$ cat src/rtl/three_phase_deadtime.sv
`default_nettype none
// ============================================================================
// Module      : three_phase_deadtime
// Description : Per-phase dead-time insertion producing non-overlapping
//               high/low gate drives. DEADTIME_FAULT_EN adds a latched
//               shoot-through check on the pwm_in / pwm_comp_in pairs.
// Revision    : 1.0 - initial release
// ============================================================================
module three_phase_deadtime #(
  parameter int DT_WIDTH = 8
) (
  input  logic                clk,
  input  logic                rst_n,
  input  logic                en,
  input  logic [DT_WIDTH-1:0] dead_time,
  input  logic [2:0]          pwm_in,
  input  logic [2:0]          pwm_comp_in,
  output logic [2:0]          hs_out,
  output logic [2:0]          ls_out,
  output logic [2:0]          dt_active,
  output logic                fault
);

  typedef enum logic [1:0] {
    ST_IDLE  = 2'd0,
    ST_DEAD  = 2'd1,
    ST_HS_ON = 2'd2,
    ST_LS_ON = 2'd3
  } state_t;

  logic w_force_idle;

`ifdef DEADTIME_FAULT_EN
  logic [2:0] w_incons;
  logic [2:0] r_incons;
  logic       w_fault_set;
  logic       r_fault;

  assign w_incons    = ~(pwm_in ^ pwm_comp_in);
  // Only the same phase inconsistent on two consecutive edges is a fault
  assign w_fault_set = |(w_incons & r_incons);

  always_ff @(posedge clk or negedge rst_n) begin
    if (!rst_n) begin
      r_incons <= '0;
      r_fault  <= 1'b0;
    end else begin
      r_incons <= w_incons;
      if (!en)
        r_fault <= 1'b0;
      else if (w_fault_set)
        r_fault <= 1'b1;
    end
  end

  assign fault        = r_fault;
  // Including the set term drops the drives on the same edge the fault latches
  assign w_force_idle = !en || r_fault || w_fault_set;
`else
  logic w_unused_comp;

  assign w_unused_comp = ^pwm_comp_in;
  assign fault         = 1'b0;
  assign w_force_idle  = !en;
`endif

  for (genvar g = 0; g < 3; g++) begin : g_phase
    state_t              r_state;
    state_t              w_next;
    logic [DT_WIDTH-1:0] r_cnt;
    logic                r_hs;
    logic                r_ls;
    logic                r_dt;

    always_comb begin
      w_next = r_state;
      if (w_force_idle) begin
        w_next = ST_IDLE;
      end else begin
        case (r_state)
          ST_IDLE:  w_next = ST_DEAD;
          ST_HS_ON: if (!pwm_in[g]) w_next = ST_DEAD;
          ST_LS_ON: if (pwm_in[g])  w_next = ST_DEAD;
          ST_DEAD:  if (r_cnt == '0) w_next = pwm_in[g] ? ST_HS_ON : ST_LS_ON;
          default:  w_next = ST_IDLE;
        endcase
      end
    end

    always_ff @(posedge clk or negedge rst_n) begin
      if (!rst_n) begin
        r_state <= ST_IDLE;
        r_cnt   <= '0;
        r_hs    <= 1'b0;
        r_ls    <= 1'b0;
        r_dt    <= 1'b0;
      end else begin
        r_state <= w_next;
        r_hs    <= (w_next == ST_HS_ON);
        r_ls    <= (w_next == ST_LS_ON);
        r_dt    <= (w_next == ST_DEAD);
        // dead_time is captured only on band entry; counts down to 0 without wrap
        if (w_next == ST_DEAD) begin
          if (r_state != ST_DEAD)
            r_cnt <= dead_time;
          else
            r_cnt <= r_cnt - 1'b1;
        end
      end
    end

    assign hs_out[g]    = r_hs;
    assign ls_out[g]    = r_ls;
    assign dt_active[g] = r_dt;
  end

endmodule
`default_nettype wire
$ cat config.mk
export PLATFORM = sky130hd
export DESIGN_NAME = three_phase_deadtime
export DESIGN_NICKNAME = d
export VERILOG_FILES = /design/src/rtl/three_phase_deadtime.sv
export SDC_FILE = /design/constraint.sdc
export NUM_CORES = 1
export LEC_CHECK = 0
export CAP_MARGIN = 30
export CORE_UTILIZATION = 30
export CTS_CLUSTER_SIZE = 25
export DETAILED_ROUTE_END_ITERATION = 8
export MAX_ROUTING_LAYER = met4
export PLACE_DENSITY = 0.51
export SLEW_MARGIN = 30
export SYNTH_ARGS = -nofsm -noshare
export SYNTH_HDL_FRONTEND = slang
export SYNTH_SLANG_ARGS = --single-unit
$ cat constraint.sdc
create_clock -name clk -period 6.5 [get_ports clk]
set_input_delay 1.3 -clock clk [delete_from_list [all_inputs] [get_ports clk]]
set_output_delay 1.3 -clock clk [all_outputs]
set_load 0.01 [all_outputs]
==> summary.txt <==
Timing
  – PnR worst setup slack: around 3.4 ns
  – Hold Vio Cnt, Final: 0
  – Final setup TNS: 0 ns
  – Max transition margin: 44.44%
  – Final clock period utilization by the worst path: 48.36%
  – Post-layout min period: 3.143 ns
  – Max Slew Vio Count: 0
  – Worst Tran Pin Value: 0.8258 ns
  – Final setup fails: 0
  – Peak Freq: 318.1 MHz
  – Clk_skew: about 0.0066 ns
  – RSZ-0062 raised after global routing: false

Clock tree
  – Clk Latency, worst-skew pair: around 0.29 ns
  – Clk buf depth: 2
  – Clock root buffer: clkbuf_8
  – Postcts setup bufs: 0
  – CTS tree: built
  – H-tree depth: 2
  – Post-CTS Resized: 0
  – # clock sinks: 39
  – CTS Hold Bufs: 0
  – CTS Buf Count: 5
  – Clock transition at path regs: roughly 0.08 ns

Synthesis
  – Yosys reg bits: 39
  – Post-synth EDFFs: 0
  – Seq/Total Area, Yosys: 43.07%
  – Mapped Cells: 244
  – Cell taking the most area after synthesis: dfrtp_1
  – Top-area cell type share of the netlist area: 43.07%
  – Synth Flop Type: dfrtp_1
  – FFs w/ async S/R, synth: 100.0%
  – Post-Syn Nets: 265
  – Yosys synthesis warning count: 0
  – Synth top cells by count: dfrtp_1 (39), a21oi_1 (21), nor2_1 (18)
  – Top cells by area, synth: dfrtp_1 (43%), a21oi_1 (4.6%), o2bb2ai_1 (3.5%)
  – Post-synth cell types: 49
  – Most frequent cell after synthesis: dfrtp_1
  – Syn Area/Cell: 9.287 sq um
  – Post-synthesis instance area: 2266 sq um

Worst setup path
  – CP required: 6.73 ns
  – Crit-path slowest cell: a21oi_1
  – Critical Path AT: 3.37 ns
  – Setup Crit Path Kind: in2reg
  – Endpoint type of the worst setup path: register
  – Startpoint types: input port
  – CP max FO: 14
  – Cells along the critical path: clkdlybuf4s50_1, inv_1, a21oi_1, nand2_2, inv_2, mux2i_1
  – Slowest stage delay, CP: between 0.6 and 0.7 ns

Drt
  – Via/cell ratio: 5.173
  – Total number of vias: 1,826
  – DRC viols: 0
  – DRT antenna net count: 0
  – WL/cell: about 15 um
  – WL final: ~5400 um
  – Total iterations of the first detailed-routing run: 6
  – Iteration-0 DRC Markers: 91

Global route
  – Vias in the first global route: between 1,500 and 2,000
  – Largest net degree at the start of global routing: 40
  – First-pass GRT wire length: 9246 um
  – Total congestion overflow: 0
  – Initial antenna violation count: 0
  – All-layer global routing usage: 16.19%

Placement
  – Placed cell count: 345
  – Setup WS pre-CTS: 3.034 ns
  – Post-DP HPWL: 3767 um
  – PortBufs: 22
  – Routability Congestion: 0.7816

Layout
  – Non-Filler Instances: 353
  – Final Util: 35.05%
  – Filler cells: slightly below 800
  – Final #Nets: 274
  – Area added between synthesis and finish: 12.81%
  – Fraction of layout cells with a size suffix above 1: between 9 and 10%
  – # diodes: 0

Floorplanning
  – Chip width: 88.91 um
  – # IOs: 27
  – Rows: 31
  – Die area: 7905 sq um
  – Initial Utilization: between 30 and 40%
  – Die height: between 80 and 90 um
  – Core footprint: 7292 sq um

Run
  – Max-cap viol count: 0

Power
  – Pwr/cell area: around 240 nW/um^2
  – Peak supply drop: 0.07985 mV
  – Leakage: 1.017 nW

Run status
  – Outcome: finished, final reports clean

Hold path
  – Min-Delay Path Class: reg2reg
routing by layer:
metal,GRT usage [%],wire [um],vias to the layer above
li1,-,-,903
met1,21.97,2725,885
met2,24.34,2404,32
met3,3.324,189,6
met4,4.839,74,0
met5,-,0,-
cells by family after synthesis:
| group | synth area share [%] |
|---|---|
| adders and majority gates | 2.209 |
| DFF | 43.07 |
| muxes | 1.325 |
| AOI/OAI and AO/OA | 23.30 |
| xor gates and xnor gates | 1.160 |
| other | 0.1655 |
| buffers and inverters | 7.951 |
| and+or+nand+nor | 20.82 |
cell usage in the layout, fill, tap and decap left out, drive strengths merged, types with 5 or more instances in the layout:
cell type / count
a31oi: 6
nand3: 8
nor2b: 7
o2bb2ai: 9
o31ai: 5
o211ai: 6
a21oi: 22
clkdlybuf4s50: 21
nand2: 17
inv: 11
o21ai: 13
dfrtp: 39
clkbuf: 6
nor2: 18
metrics by stage:
stage	total power [mW]	instance area, sq um	hold slack (ns)
CTS	0.6254	2554	0.5207
floorplan	0.4120	2266	0.4704
detailed placement	0.4573	2469	0.5015
global route	0.6636	2556	0.5467
finish	0.6200	2556	0.5177
global placement	0.4551	2469	0.4976
state kept, by name, indices dropped and copies added, names as in the netlist:
| signal | count |
|---|---|
| g_phase.r_cnt | 24 |
| g_phase.r_dt | 3 |
| g_phase.r_hs | 3 |
| g_phase.r_ls | 3 |
| g_phase.r_state | 6 |
area by class of cell:
class                           count  area, sq um  share of cell area (%)
Multi-Input combinational cell    174         1110                   43.42
Clock buffer                        6        72.57                   2.839
Clock inverter                      2        12.51                  0.4895
Tap cell                           99        123.9                   4.846
Inverter                           11        43.79                   1.713
Timing Repair Buffer               22        217.7                   8.517
Sequential cell                    39        975.9                   38.18
power breakdown:
part           internal (mW)  switching, mW
registers              0.276         0.0349
logic                 0.0636         0.0800
clock network         0.0751         0.0907
total                  0.414          0.206
path summary, 6_finish.rpt:
check,cells after the start,to,start,slack [ns]
setup / recovery,6,g_phase[1].r_cnt[1],en,3.36
hold / removal,1,g_phase[2].r_cnt[6],g_phase[2].r_cnt[6],0.52
setup reg to reg,7,g_phase[2].r_cnt[0],g_phase[2].r_cnt[0],4.11
hold reg to reg,1,g_phase[2].r_cnt[6],g_phase[2].r_cnt[6],0.52
max in group asynchronous,1,g_phase[2].r_cnt[6],rst_n,5.17
min in group asynchronous,1,g_phase[2].r_state[1],rst_n,0.98
worst max-delay path: cells and delay by family:
kind | cells | cell delay (ns)
buffers and inverters | 3 | 0.99
AND/OR/NAND/NOR | 1 | 0.24
multiplexers | 1 | 0.18
AO/OA/AOI/OAI | 1 | 0.65
(Power assumes the default switching activity.)
